File: config.mk
export PLATFORM = sky130hd
export DESIGN_NAME = ram_arbiter
export DESIGN_NICKNAME = d
export VERILOG_FILES = /design/src/rtl/ram_arb_pkg.sv /design/src/rtl/ram_arb_pick.sv /design/src/rtl/ram_arbiter.sv
export SDC_FILE = /design/constraint.sdc
export NUM_CORES = 1
export LEC_CHECK = 0
export ABC_AREA = 1
export CAP_MARGIN = 10
export CORE_ASPECT_RATIO = 1.4
export CORE_MARGIN = 5
export CORE_UTILIZATION = 38
export CTS_CLUSTER_SIZE = 14
export DETAILED_ROUTE_END_ITERATION = 6
export GPL_TIMING_DRIVEN = 0
export PLACE_DENSITY = 0.78
export REMOVE_ABC_BUFFERS = 1
export SYNTH_ARGS = -nofsm -noshare
export SYNTH_HDL_FRONTEND = slang
export SYNTH_HIERARCHICAL = 1
export SYNTH_SLANG_ARGS = --single-unit
File: constraint.sdc
create_clock -name clk -period 1.23 [get_ports clk]
set_input_delay 0.3075 -clock clk [delete_from_list [all_inputs] [get_ports clk]]
set_output_delay 0.3075 -clock clk [all_outputs]
set_load 0.05 [all_outputs]
File: src/rtl/ram_arb_pkg.sv
// ram_arb_pkg: shared types and constants for the two-port RAM arbiter.
//   state_e        - sequencer states IDLE / ACCESS / RESP
//   RAM_ADDR_W     - default address width (RAM depth 2^RAM_ADDR_W)
//   RAM_DATA_W     - default word width
//   PORT_A/PORT_B  - port identifiers used for grants and the last-grant pointer
package ram_arb_pkg;

  typedef enum logic [1:0] {
    IDLE   = 2'd0,
    ACCESS = 2'd1,
    RESP   = 2'd2
  } state_e;

  localparam int RAM_ADDR_W = 4;
  localparam int RAM_DATA_W = 8;

  localparam logic PORT_A = 1'b0;
  localparam logic PORT_B = 1'b1;

endpackage

File: src/rtl/ram_arb_pick.sv
// ram_arb_pick: combinational winner selection between ports A and B.
// Build option: RAM_ARB_FIXED_PRIO_EN selects fixed priority (A always wins,
// no pointer input); otherwise round-robin using the last-grant pointer.
// Ports:
//   a_req, b_req  - pending requests
//   last_port     - port granted last (round-robin build only)
//   gnt_vld       - some port is requesting
//   gnt_port      - winning port id (PORT_A / PORT_B)
module ram_arb_pick
  import ram_arb_pkg::*;
(
  input  logic a_req,
  input  logic b_req,
`ifndef RAM_ARB_FIXED_PRIO_EN
  input  logic last_port,
`endif
  output logic gnt_vld,
  output logic gnt_port
);

  always_comb begin
    gnt_vld  = a_req | b_req;
    gnt_port = PORT_A;
`ifdef RAM_ARB_FIXED_PRIO_EN
    if (!a_req && b_req) gnt_port = PORT_B;
`else
    if (a_req && b_req) begin
      // Contention: the port that did not win last time goes first.
      gnt_port = (last_port == PORT_A) ? PORT_B : PORT_A;
    end else if (b_req) begin
      gnt_port = PORT_B;
    end
`endif
  end

endmodule

File: src/rtl/ram_arbiter.sv
// ram_arbiter: two-port arbiter and sequencer for a 2^ADDR_W x DATA_W RAM.
// Serialises read/write requests from ports A and B (req/ack handshake),
// drives registered, glitch-free RAM strobes and returns read data per port.
// Build option: RAM_ARB_FIXED_PRIO_EN = fixed priority (A beats B, no pointer);
// default is round-robin.
// Ports:
//   clk, rst                      - clock, asynchronous active-high reset
//   a_/b_req, we, addr, wdata     - per-port request, held until ack
//   a_/b_ack                      - one-cycle completion pulse
//   a_/b_rdata                    - last read data for that port
//   ram_cs, ram_oa, ram_wa        - RAM chip select / output enable / write enable
//   ram_addr, ram_wdata           - RAM address and write data
//   ram_rdata                     - RAM read data (combinational from RAM)
module ram_arbiter
  import ram_arb_pkg::*;
#(
  parameter int ADDR_W = RAM_ADDR_W,
  parameter int DATA_W = RAM_DATA_W
) (
  input  logic              clk,
  input  logic              rst,
  input  logic              a_req,
  input  logic              a_we,
  input  logic [ADDR_W-1:0] a_addr,
  input  logic [DATA_W-1:0] a_wdata,
  output logic              a_ack,
  output logic [DATA_W-1:0] a_rdata,
  input  logic              b_req,
  input  logic              b_we,
  input  logic [ADDR_W-1:0] b_addr,
  input  logic [DATA_W-1:0] b_wdata,
  output logic              b_ack,
  output logic [DATA_W-1:0] b_rdata,
  output logic              ram_cs,
  output logic              ram_oa,
  output logic              ram_wa,
  output logic [ADDR_W-1:0] ram_addr,
  output logic [DATA_W-1:0] ram_wdata,
  input  logic [DATA_W-1:0] ram_rdata
);

  state_e state_q, state_d;
  logic   gnt_vld;
  logic   gnt_port;
  logic   cur_port_q;

  logic              sel_we;
  logic [ADDR_W-1:0] sel_addr;
  logic [DATA_W-1:0] sel_wdata;

`ifndef RAM_ARB_FIXED_PRIO_EN
  logic last_port_q;
`endif

  ram_arb_pick u_pick (
    .a_req     (a_req),
    .b_req     (b_req),
`ifndef RAM_ARB_FIXED_PRIO_EN
    .last_port (last_port_q),
`endif
    .gnt_vld   (gnt_vld),
    .gnt_port  (gnt_port)
  );

  assign sel_we    = (gnt_port == PORT_B) ? b_we    : a_we;
  assign sel_addr  = (gnt_port == PORT_B) ? b_addr  : a_addr;
  assign sel_wdata = (gnt_port == PORT_B) ? b_wdata : a_wdata;

  always_ff @(posedge clk or posedge rst) begin
    if (rst) state_q <= IDLE;
    else     state_q <= state_d;
  end

  always_comb begin
    state_d = state_q;
    case (state_q)
      IDLE:    if (gnt_vld) state_d = ACCESS;
      ACCESS:  state_d = RESP;
      RESP:    state_d = IDLE;
      default: state_d = IDLE;
    endcase
  end

  // Strobes and acks are registered from the transition into the next state,
  // so each output is a flop and never glitches. Strobes default low every
  // cycle; only the IDLE->ACCESS transition raises them for one cycle.
  always_ff @(posedge clk or posedge rst) begin
    if (rst) begin
      ram_cs      <= 1'b0;
      ram_oa      <= 1'b0;
      ram_wa      <= 1'b0;
      ram_addr    <= '0;
      ram_wdata   <= '0;
      a_ack       <= 1'b0;
      b_ack       <= 1'b0;
      a_rdata     <= '0;
      b_rdata     <= '0;
      cur_port_q  <= PORT_A;
`ifndef RAM_ARB_FIXED_PRIO_EN
      last_port_q <= PORT_B;
`endif
    end else begin
      ram_cs <= 1'b0;
      ram_oa <= 1'b0;
      ram_wa <= 1'b0;
      a_ack  <= 1'b0;
      b_ack  <= 1'b0;
      case (state_q)
        IDLE: begin
          if (gnt_vld) begin
            cur_port_q  <= gnt_port;
            ram_cs      <= 1'b1;
            ram_wa      <= sel_we;
            ram_oa      <= ~sel_we;
            ram_addr    <= sel_addr;
            ram_wdata   <= sel_wdata;
`ifndef RAM_ARB_FIXED_PRIO_EN
            last_port_q <= gnt_port;
`endif
          end
        end
        ACCESS: begin
          // ram_oa marks this access as a read; capture on the closing edge.
          if (ram_oa) begin
            if (cur_port_q == PORT_A) a_rdata <= ram_rdata;
            else                      b_rdata <= ram_rdata;
          end
          a_ack <= (cur_port_q == PORT_A);
          b_ack <= (cur_port_q == PORT_B);
        end
        default: ;
      endcase
    end
  end

endmodule

==> metrics.md, run 1 <==
| Metric | Value |
|---|---|
| Initial DRC Count | `36` |
| Adder-cell share of the synthesized area | `0` |
| Leak | `0.00135 µW` |
| Top-area cell type share of the netlist area | `0.551` |
| Synth Area in Simple Gates | `0.371` |
| Share of post-route cells with drive strength above 1 | `0.238` |
| Root buf cell | `clkbuf_8` |
| Ys Warns | `6` |
| Vias per std cell | `4.57` |
| Avg Synthesized Cell Area | `8.29 µm²` |
| Crit-path max FO | `2` |
| DR pass1 iterations | `4` |
| Die Y | `87.6 µm` |
| Dpl cells | `308` |
| Vias in the first global route | `1440` |
| Worst-margin pin slew | `0.657 ns` |
| CTS clk-pin slew, worst paths | `approximately 0.070 ns` |
| Xor/xnor share of the synthesized area | `0` |
| Row count | `28` |
| CP endpoint kind | `output pin` |
| Final TNS setup | `0 ns` |
| Cell Count, Final, Fillers Out | `322` |
| H-tree Lvls | `2` |
| Critical path, cell by cell | `clkbuf_4` |
| Top cells by area, synth | `dfrtp_1 55%, nand2_1 27%, nand3_1 2.8%, buf_6 2.8%, nor2_4 2.8%` |
| CP peak stage delay | `0.39 ns` |
| Initial antenna violation count | `0` |
| CTS max path bufs | `2` |
| Largest family of logic cells by synthesized area | `simple AND/OR/NAND/NOR gates` |
| CP Buf/Inv Count | `1` |
| IO Pins | `71` |
| Synth Area in Compound Gates | `0.00842` |
| Total core area | `4200 µm²` |
| PwrDens | `2930 nW/µm²` |
| CP Launch Type | `register` |
| Antenna diodes | `0` |
| Worst hold slack | `about 0.42 ns` |
| Most common cell after layout, fill and taps aside | `nand2_1` |
| Mux cell area share after synthesis | `0` |
| Unique masters post-synth | `16` |
| HPWL after detailed placement | `2870 µm` |
| GRT Util Overall | `0.143` |
| Die footprint | `5730 µm²` |
| Leading area contributor after synthesis | `dfrtp_1` |
| Area of the mapped netlist | `1630 µm²` |
| Synth Register Bits | `37` |
| RSZ-0062 raised after global routing | `yes` |
| Max VDD drop | `0.000999 V` |
| Worst reg2reg setup slack | `0.04 ns` |
| Wire length per cell | `11.8 µm` |
| Slew HR | `0.562` |
| Sink Count | `37` |
| Worst-skew pair later-pin latency | `around 0.28 ns` |
| Vias | `1473` |
| Drt total wl | `3800 µm` |
| Status | `finished clean` |
| CTS tree | `built` |
| Tmin final | `1.19 ns` |
| Slowest stage cell, crit path | `dfrtp_1` |
| Area grow syn2layout | `53.4%` |
| Post-Syn Instances | `just under 200` |
| Endpoints failing hold | `0` |
| Starting Density | `0.389` |
| Residual DRC | `0` |
| Port bufs | `70` |
| # hold bufs at CTS | `0` |
| GPL Wtd Cong | `0.687` |
| Largest delay share family, worst path | `flip-flops` |
| First-pass GRT wire length | `6390 µm` |
| MaxCap Viol Count | `0` |
| Final setup fails | `0` |
| Crit path DAT | `approximately 0.9 ns` |
| Remaining global-route overflow | `0` |
| Worst setup startpoint | `a_rdata[3]` |
| Max Slew Vio Count | `0` |
| Routed Antenna Nets | `0` |
| Overall power | `7360 µW` |
| Period utilization | `0.971` |
| Worst Path Required | `0.92 ns` |
| Worst R2R Start | `last_port_q` |
| Final net count | `between 300 and 400` |
| FMAX | `838 MHz` |
| Seq/Total Area, Yosys | `0.567` |
| Clock skew | `approximately 0.0033 ns` |
| Commonest non-fill, non-tap cells in the layout | `119 x nand2_1, 36 x dfrtp_1, 35 x clkdlybuf4s50_1` |
| Kind of critical path | `register to output pin` |
| Largest net degree at the start of global routing | `24` |
| Cts bufs inserted | `5` |
| Hold Crit Class | `input pin to asynchronous set/reset pin` |
| DIE WIDTH | `65.4 µm` |
[stage by stage]
stage | worst slack [ns] | area, µm² | util
after floorplan | -0.308 | 1580 | -
after global placement | -1.19 | 2340 | 0.556
after detailed placement | -1.21 | 2370 | 0.563
after CTS | 0.000889 | 2410 | 0.572
after global routing | -0.0519 | 2510 | 0.596
final | 0.0360 | 2510 | 0.596
[registers in the layout, indices dropped and copies added, names as in the netlist]
| register | cells |
|---|---|
| ram_addr | 4 |
| a_rdata | 8 |
| last_port_q | 1 |
| ram_oa | 1 |
| b_rdata | 8 |
| ram_cs | 1 |
| state_q | 2 |
| a_ack | 1 |
| ram_wa | 1 |
| cur_port_q | 1 |
| b_ack | 1 |
| ram_wdata | 8 |
[cell families (layout without fill, tap and decap cells)]
| group | count (synthesis) | after routing |
|---|---|---|
| AND/OR/NAND/NOR | 144 | 144 |
| buffers and inverters | 14 | 94 |
| AO/OA/AOI/OAI | 2 | 2 |
| flip-flops | 37 | 37 |
[cell usage after synthesis]
cell / number
nand2_1: 119
dfrtp_1: 36
nand3_1: 9
inv_1: 7
nand2_2: 5
buf_6: 4
nor2_1: 4
nor2_4: 4
inv_2: 2
a21oi_1: 1
a21oi_2: 1
buf_4: 1
dfstp_2: 1
nand2_4: 1
nor2_2: 1
or2_1: 1
[power by group]
group / internal, µW / switching [µW]
sequential: 1810 / 334
combinational: 1250 / 2910
clock: 661 / 402
[final cells by class]
| class | count | area (µm²) |
|---|---|---|
| Fill cell | 397 | 1700 |
| Timing Repair Buffer | 77 | 729 |
| Inverter | 9 | 38.8 |
| Sequential cell | 37 | 927 |
| Multi-Input combinational cell | 146 | 639 |
| Tap cell | 45 | 56.3 |
| Clock buffer | 7 | 86.3 |
| Clock inverter | 1 | 30.0 |
[what timing repair did]
action / 4_1_cts / 5_1_grt
pin swaps: 1 / 17
gates resized for setup: 175 / 34
setup buffers: 4 / 3
setup endpoints to repair: 49 / 48
[path summary, 6_finish.rpt]
check                      cells after the start           to
hold / removal                                 2  ram_addr[0]
min in group clk                               2   a_rdata[2]
hold reg to reg                                2   a_rdata[2]
setup reg to reg                               7  ram_addr[2]
setup / recovery                               1   a_rdata[3]
max in group asynchronous                      3  last_port_q
[per-layer routing]
metal	share of wire	track usage	vias to the layer above	wire, µm
li1	-	-	748	-
met1	0.40	0.150	667	1530
met3	0.077	0.0475	4	291
met5	0	0	-	0
met4	0.0076	0.0396	0	29
met2	0.51	0.269	54	1950
No activity file was read; power rests on OpenSTA's default activity.
==> inputs of run 2 (changes only) <==
CORE_UTILIZATION = 39   (was 38)
CTS_BUF_LIST = sky130_fd_sc_hd__clkbuf_8   (was default)
PLACE_DENSITY = 0.8   (was 0.78)
SYNTH_HIERARCHICAL = default   (was 1)
==> run 2 against run 1 <==
Synthesized area down 0.84%; via count up 0.41%; setup slack worse by 0.0090 ns; combinational power down 5.3%; critical path depth unchanged; largest cell class unchanged.
==> metrics.md, run 2 <==
| Metric | Value |
|---|---|
| Avg Synthesized Cell Area | `8.22 µm²` |
| Leak | `between 0.001 and 0.0015 µW` |
| Clock skew | `approximately 0.0034 ns` |
| Worst R2R Start | `last_port_q` |
| Ys flop type | `dfrtp_1` |
| Endpoints failing hold | `0` |
| Die footprint | `5560 µm²` |
| Crit-path max FO | `2` |
| Critical path, cell by cell | `buf_2` |
| Worst Path Required | `0.92 ns` |
| Leading area contributor after synthesis | `dfrtp_1` |
| Async SR Flop Fraction | `1.00` |
| Vias in the first global route | `roughly 1.5k` |
| Starting Density | `0.406` |
| Worst setup startpoint | `ram_addr[0]` |
| R2r endpoint | `cur_port_q` |
| Wire length per cell | `11.8 µm` |
| Slowest stage cell, crit path | `dfrtp_1` |
| HPWL after detailed placement | `2800 µm` |
| Placement Setup Slack | `-0.943 ns` |
| # hold bufs at CTS | `0` |
| Post-Syn Instances | `197` |
| CP peak stage delay | `0.35 ns` |
| Routed Antenna Nets | `0` |
| CP endpoint kind | `output pin` |
| Ys Warns | `0` |
| Commonest non-fill, non-tap cells in the layout | `57 x nand2_1, 38 x inv_1, 36 x dfrtp_1` |
| H-tree Lvls | `2` |
| Largest delay share family, worst path | `flip-flops` |
| Top cells by area, synth | `dfrtp_1 56%, nand2_1 14%, inv_1 9.0%, nand3_1 7.7%, o21ai_0 5.3%` |
| Vias | `1479` |
| CTS tree | `built` |
| Row count | `27` |
| CTS max path bufs | `2` |
| Overall power | `6830 µW` |
| Max VDD drop | `~0.0012 V` |
| Top-area cell type share of the netlist area | `0.556` |
| Sink Count | `37` |
| PwrDens | `2840 nW/µm²` |
| Die Y | `86.3 µm` |
| Initial antenna violation count | `0` |
| Largest net degree at the start of global routing | `25` |
| Final WS setup | `0.0270 ns` |
| Root buf cell | `clkbuf_8` |
| GPL Wtd Cong | `between 0.6 and 0.7` |
| Synth Register Bits | `37` |
| DR pass1 iterations | `4` |
| Drt total wl | `~3800 µm` |
| Worst-skew pair later-pin latency | `0.28 ns` |
| Worst reg2reg setup slack | `0.11 ns` |
| Max Slew Vio Count | `0` |
| Port bufs | `70` |
| Slew HR | `0.584` |
| Unique masters post-synth | `17` |
| Share of post-route cells with drive strength above 1 | `0.221` |
| IO Pins | `71` |
| Most common cell after layout, fill and taps aside | `nand2_1` |
| FF-to-FF path depth | `5` |
| Residual DRC | `0` |
| Tmin final | `1.20 ns` |
| Vias per std cell | `4.64` |
| Seq/Total Area, Yosys | `0.572` |
| Crit path DAT | `approximately 0.90 ns` |
| CP Launch Type | `register` |
| Most frequent cell after synthesis | `nand2_1` |
| Kind of critical path | `register to output pin` |
| Largest registers | `a_rdata (8), b_rdata (8), ram_wdata (8)` |
| First-pass GRT wire length | `6360 µm` |
| Synth cell count leaders | `61 x nand2_1, 39 x inv_1, 36 x dfrtp_1, 25 x nand3_1, 17 x o21ai_0` |
| GRT Util Overall | `0.144` |
| Remaining global-route overflow | `0` |
| Status | `finished clean` |
| Area of the mapped netlist | `around 1600 µm²` |
| Final net count | `between 300 and 400` |
| Cts bufs inserted | `5` |
| DIE WIDTH | `about 64 µm` |
| Initial DRC Count | `37` |
| CP Depth | `1` |
| Antenna diodes | `0` |
| Final setup fails | `0` |
| Post-synth EDFFs | `0` |
| FMAX | `831 MHz` |
| MaxCap Viol Count | `0` |
| Worst-margin pin slew | `0.623 ns` |
| Hold Crit Class | `input pin to asynchronous set/reset pin` |
| End point of the critical path | `ram_addr[0]` |
| Total core area | `3990 µm²` |
| CP Buf/Inv Count | `1` |
| Final Util | `0.604` |
| RSZ-0062 raised after global routing | `no` |
| CTS clk-pin slew, worst paths | `0.07 ns` |
| Area grow syn2layout | `48.5%` |
| Period utilization | `0.978` |
run 2: cell types whose count changed in the layout (fill, tap and decap cells not counted), sizes merged, moves of 2 or more:
cell    before  now
o21ai        0   17
nand2      125   62
nand3        9   25
clkbuf      29   20
inv          9   41
buf         18   26
clkinv       0    2
run 2: how the worst min path moves through the flow:
stage / startpoint / endpoint / slack [ns] / cells past startpoint
after global placement: last_port_q / last_port_q / 0.45 / 2
after global routing: a_req / state_q[0] / 0.43 / 3
after floorplan: cur_port_q / a_ack / 0.44 / 1
after CTS: rst / ram_wdata[7] / 0.42 / 2
final: rst / ram_wdata[7] / 0.40 / 2
after detailed placement: last_port_q / last_port_q / 0.46 / 2
run 2: what timing repair did:
action / in CTS / in global routing
gates resized for setup: 176 / 26
setup endpoints to repair: 58 / 35
gates cloned: 1 / 0
pin swaps: 3 / 1
buffers inserted: 6 / 0
run 2: report_power, final:
group          leakage [µW]  internal (µW)  switching, µW
clock             0.0000491            384            401
sequential         0.000446           1820            302
combinational      0.000844           1070           2850
run 2: cell families after synthesis:
kind of cell | count (synthesis) | share of synthesized area
simple gates | 95 | 0.252
buf+inv | 47 | 0.118
flops | 37 | 0.572
compound gates | 18 | 0.0579
run 2: layer usage:
| metal | vias up | wire, µm | global-route usage |
|---|---|---|---|
| met5 | - | 0 | 0 |
| met4 | 0 | 57 | 0.0500 |
| met3 | 8 | 358 | 0.0519 |
| met2 | 57 | 1920 | 0.279 |
| met1 | 661 | 1440 | 0.138 |
| li1 | 753 | - | - |
run 2: metrics by stage:
| stage | setup TNS, ns | hold WS, ns | cells | cell area, µm² |
|---|---|---|---|---|
| floorplan | -3.19 | 0.444 | 190 | 1580 |
| global placement | -48.32 | 0.453 | 303 | 2330 |
| detailed placement | -24.28 | 0.461 | 304 | 2360 |
| CTS | 0 | 0.416 | 319 | 2360 |
| global route | 0 | 0.425 | 319 | 2410 |
| finish | 0 | 0.399 | 319 | 2410 |
run 2: final cells by class:
type	instances	area, µm²
clock inverter	3	13.8
tap	43	53.8
inverter	40	155
fill	396	1580
sequential	37	927
clock buffer	5	68.8
timing repair buffer	77	654
multi-input combinational	114	533
==> inputs of run 3 (changes only) <==
ABC_AREA = default   (was 1)
ABC_CLOCK_PERIOD_IN_PS = 1500   (was default)
CORE_UTILIZATION = 44   (was 39)
PLACE_DENSITY = 0.86   (was 0.8)
clock period = 1.5 ns   (was 1.23 ns; I/O delays follow)
==> run 3 against run 2 <==
Combinational power down 12%; non-clock buffer count fell by 3; first-iteration DRC count is 86% lower; cell area increased by 5.9%; count of clock-buffer cells in the layout up 2; register-to-register slack got worse by 0.09 ns.
==> metrics.md, run 3 <==
| Metric | Value |
|---|---|
| Vias | `1063` |
| Initial DRC Count | `5` |
| Placement Setup Slack | `-0.742 ns` |
| CP Launch Type | `register` |
| Vias per std cell | `slightly below 5` |
| Wire length per cell | `16.5 µm` |
| Sequential cell area | `928 µm²` |
| Area of the multi-input gates | `662 µm²` |
| Clock skew | `0.00620 ns` |
| Drt total wl | `about 3600 µm` |
| Total core area | `between 3000 and 4000 µm²` |
| Starting Density | `0.446` |
| Leading area contributor after synthesis | `dfrtp_1` |
| H-tree Lvls | `2` |
| DR pass1 iterations | `4` |
| Port bufs | `70` |
| Top cells by area, synth | `dfrtp_1 56%, mux2_2 20%, mux2_4 13%, nor3_4 2.0%, dfstp_2 1.6%` |
| Area grow syn2layout | `59.6%` |
| CTS tree | `built` |
| Status | `finished clean` |
| Worst Path Required | `1.67 ns` |
| Crit-path max FO | `12` |
| Remaining global-route overflow | `0` |
| Async SR Flop Fraction | `1.00` |
| Row count | `26` |
| Routed Antenna Nets | `0` |
| Share of post-route cells with drive strength above 1 | `0.537` |
| Tmin final | `1.48 ns` |
| Cts bufs inserted | `5` |
| Largest registers | `a_rdata (8), b_rdata (8), ram_wdata (8)` |
| Avg Synthesized Cell Area | `16.8 µm²` |
| PwrDens | `2350 nW/µm²` |
| Synth Register Bits | `37` |
| FMAX | `just under 700 MHz` |
| Final net count | `approximately 210` |
| Die Y | `81.3 µm` |
| Sink Count | `37` |
| IO Pins | `71` |
| Area of the mapped netlist | `1600 µm²` |
| Max VDD drop | `0.00181 V` |
| MaxCap Viol Count | `0` |
| Largest net degree at the start of global routing | `21` |
| FF-to-FF path depth | `4` |
| Kind of critical path | `register to register` |
| Antenna diodes | `0` |
| Synth cell count leaders | `36 x dfrtp_1, 28 x mux2_2, 14 x mux2_4` |
| Residual DRC | `0` |
| Post-synth EDFFs | `0` |
| Worst-margin pin slew | `between 0.7 and 0.8 ns` |
| Dpl cells | `206` |
| Slew HR | `0.490` |
| Period utilization | `0.984` |
| Unique masters post-synth | `16` |
| Die footprint | `4950 µm²` |
| Worst-skew pair later-pin latency | `approximately 0.28 ns` |
| Seq/Total Area, Yosys | `0.581` |
| Final TNS setup | `0 ns` |
| Cell Count, Final, Fillers Out | `between 200 and 250` |
| Vias in the first global route | `1190` |
| Fill cells | `246` |
| Worst hold path depth | `1` |
| Ys Warns | `0` |
| Worst hold slack | `0.509 ns` |
| Initial antenna violation count | `0` |
| CP endpoint kind | `register` |
| Post-Syn Instances | `95` |
| DIE WIDTH | `roughly 60 µm` |
| CTS max path bufs | `2` |
| Final setup fails | `0` |
| HPWL after detailed placement | `2680 µm` |
| CTS clk-pin slew, worst paths | `0.07 ns` |
| Crit path DAT | `approximately 1.6 ns` |
| GPL Wtd Cong | `0.723` |
| Top-area cell type share of the netlist area | `0.564` |
| Hold Crit Class | `register to register` |
| Endpoints failing hold | `0` |
| Max Slew Vio Count | `0` |
| Most frequent cell after synthesis | `dfrtp_1` |
| Leak | `between 0.001 and 0.0015 µW` |
| Root buf cell | `clkbuf_8` |
| First-pass GRT wire length | `5620 µm` |
| GRT Util Overall | `0.157` |
| Final WS setup | `roughly 0.024 ns` |
| RSZ-0062 raised after global routing | `yes` |
| Ys flop type | `dfrtp_1` |
| Commonest non-fill, non-tap cells in the layout | `35 x dfrtp_1, 35 x clkdlybuf4s50_1, 30 x clkdlybuf4s15_2` |
## run 3: layout make-up
cell class | count | area share
repair buffers | 74 | 0.314
flip-flops and latches | 37 | 0.364
clock inverters | 1 | 0.00196
well taps | 42 | 0.0206
inverters | 1 | 0.00147
multi-input cells | 55 | 0.260
clock buffers | 7 | 0.0378
## run 3: cell families after synthesis
group	share of synthesized area
multiplexers	0.335
flip-flops	0.581
AND/OR/NAND/NOR	0.0556
buffers and inverters	0.0165
AO/OA/AOI/OAI	0.0118
## run 3: metrics by stage
stage	cell area [µm²]	util	total power, µW
after floorplan	1570	-	4120
after global placement	2330	0.650	5210
after detailed placement	2350	0.658	5320
after CTS	2540	0.710	6040
after global routing	2550	0.712	6260
final	2550	0.712	5980
## run 3: repair_timing
action,CTS,global route
resized for setup,98,10
buffers inserted,3,0
pin swaps,2,0
setup endpoints to repair,50,12
hold buffers,0,0
## run 3: final timing paths
check	startpoint	end	slack [ns]
worst max-delay path	last_port_q	ram_wdata[0]	0.02
worst min-delay path	a_rdata[1]	a_rdata[1]	0.51
worst max register to register	last_port_q	ram_wdata[0]	0.02
worst min register to register	a_rdata[1]	a_rdata[1]	0.51
max in group asynchronous	rst	last_port_q	0.35
min in group asynchronous	rst	ram_addr[3]	0.53
## run 3: where the power goes
group | switching, µW | internal, µW
Combinational | 2110 | 1330
Clock | 324 | 415
Sequential | 306 | 1500
Total | 2750 | 3240
## run 3: routing by layer
| layer | track usage | routed length [µm] | vias to the layer above | part of all wire |
|---|---|---|---|---|
| li1 | - | - | 495 | - |
| met2 | 0.267 | 1900 | 57 | 0.53 |
| met5 | 0 | 0 | - | 0 |
| met1 | 0.166 | 1240 | 506 | 0.35 |
| met4 | 0.0586 | 48 | 0 | 0.013 |
| met3 | 0.0715 | 387 | 5 | 0.11 |
## run 3: critical path: stages (launching register included)
cell and delay [ns]:
dfstp_2 0.56, a21boi_4 0.08, buf_12 0.16, mux2_4 0.30, mux2_4 0.26
==> edit, RTL diff (settings of run 2) <==
Encoding of `state_e`: now one-hot (3 bits for 3 states).
--- a/src/rtl/ram_arb_pkg.sv
+++ b/src/rtl/ram_arb_pkg.sv
@@ -5,10 +5,10 @@
 //   PORT_A/PORT_B  - port identifiers used for grants and the last-grant pointer
 package ram_arb_pkg;
 
-  typedef enum logic [1:0] {
-    IDLE   = 2'd0,
-    ACCESS = 2'd1,
-    RESP   = 2'd2
+  typedef enum logic [2:0] {
+    IDLE   = 3'b001,
+    ACCESS = 3'b010,
+    RESP   = 3'b100
   } state_e;
 
   localparam int RAM_ADDR_W = 4;
Check against the original RTL: no difference found for any inputs over 10 cycles, from zero or initial values and one cycle with rst high; not proved beyond that.
==> edit against run 2 <==
- total power fell by 3.5%
- sequential cell count rose by 1
- via count rose by 3.7%
- cell area rose by 2.2%
- routed wire length rose by 5.3%
- global-route usage fell by 0.072 points
- synthesized area rose by 4.5%
- setup slack improved by 0.00063 ns
- combinational power fell by 7.6%
- worst hold slack improved by 0.066 ns
- register-to-register slack got worse by 0.08 ns
- first-iteration DRC count rose to 3.2 times the old value
- critical endpoint is now ram_wdata[7]
- largest power group unchanged
- highest routed layer unchanged
==> edit: results (changes against run 2) <==
| Metric | Value |
|---|---|
| Grt met2 use | 0.257 (was 0.279) |
| GR Util All Layers | 0.144 (about the same) |
| Combinational Power Share | 0.551 (was 0.575) |
| Final cell count without fillers | 321 (was 319) |
| Clock Buffer Count | 6 (was 5) |
| Inverter count | 8 (was 40) |
| First drt pass iteration count | 4 (unchanged) |
| Synth Area in Compound Gates | 0.0111 (was 0.0579) |
| Routed via count | 1,533 (was 1,479) |
| Fin nets | 314 (was 313) |
| Synth top area cells | dfrtp_1, nand2_1, nand3_1 (was dfrtp_1, nand2_1, inv_1) |
| WL final | 3.98 mm (was 3.78 mm) |
| Clk cell area share | 0.0351 (was 0.0343) |
| Slew Limit Headroom | 0.476 (was 0.584) |
| M1 WL | 1.54 mm (was 1.44 mm) |
| GRT met1 Usage | 0.150 (was 0.138) |
| Sequential share of cell area | 0.388 (was 0.385) |
| Net Sw Power | 3.31 mW (was 3.56 mW) |
| Count of plain and timing-repair buffers | 74 (was 77) |
| Top cells by instance count after synthesis | nand2_1, dfrtp_1, nand3_1 (was nand2_1, inv_1, dfrtp_1) |
| Largest net degree at the start of global routing | 39 (was 25) |
| Routability cong. | 0.743 (was 0.698) |
| Signal buf overhead | 0.258 (was 0.272) |
| Initial DRC Count | 118 (was 37) |
| Met3 WL post-DR | 401 um (was 358 um) |
| Share of cells above drive strength 1 | 0.236 (was 0.221) |
| Worst Hold Class | flip-flop to flip-flop (was input pin to asynchronous set/reset pin) |
| Switching Share | 0.502 (was 0.521) |
| Multi-input gate share of the layout cell area | 0.284 (was 0.222) |
| Routing usage on met3 | 0.0591 (was 0.0519) |
| Leakage power | 1.27 nW (was 1.34 nW) |
| Vias in the first global route | 1,468 (was 1,538) |
| Register area share after synthesis | 0.563 (was 0.572) |
| Mapped Cells | 199 (was 197) |
| Post-Place Setup Slack | -0.744 ns (was -0.943 ns) |
| Synthesized area per cell | 8.51 um^2 (was 8.22 um^2) |
| Fillcell total | 398 (was 396) |
| Status | completed (unchanged) |
| Share of power burned in registers | 0.324 (was 0.310) |
| DP Area | 2410 um^2 (was 2360 um^2) |
## edit: cell types whose count changed in the layout (fill, tap and decap cells not counted), sizes merged, moves of 2 or more
cell | run 2 | this run
nand3 | 25 | 23
nand2 | 62 | 110
nand3b | 0 | 2
clkinv | 2 | 0
buf | 26 | 19
nor2 | 8 | 10
o21ai | 17 | 2
clkbuf | 20 | 24
inv | 41 | 9
## edit: path summary, 6_finish.rpt
path                                    from      endpoint  slack [ns]  cells past startpoint
min in group asynchronous                rst   ram_addr[3]        0.48                      2
max in group asynchronous                rst    a_rdata[1]        0.23                      2
worst min-delay path              a_rdata[5]    a_rdata[5]        0.47                      2
worst max register to register    state_q[2]    b_rdata[0]        0.03                      5
worst min register to register    a_rdata[5]    a_rdata[5]        0.47                      2
worst max-delay path            ram_wdata[7]  ram_wdata[7]        0.03                      1
## edit: what timing repair did
action                     4_1_cts  5_1_grt
hold buffers                     0        0
setup endpoints to repair       52       49
cloned                           1        0
setup buffers                    2        2
gates resized for setup        175       21
pin swaps                        4        1
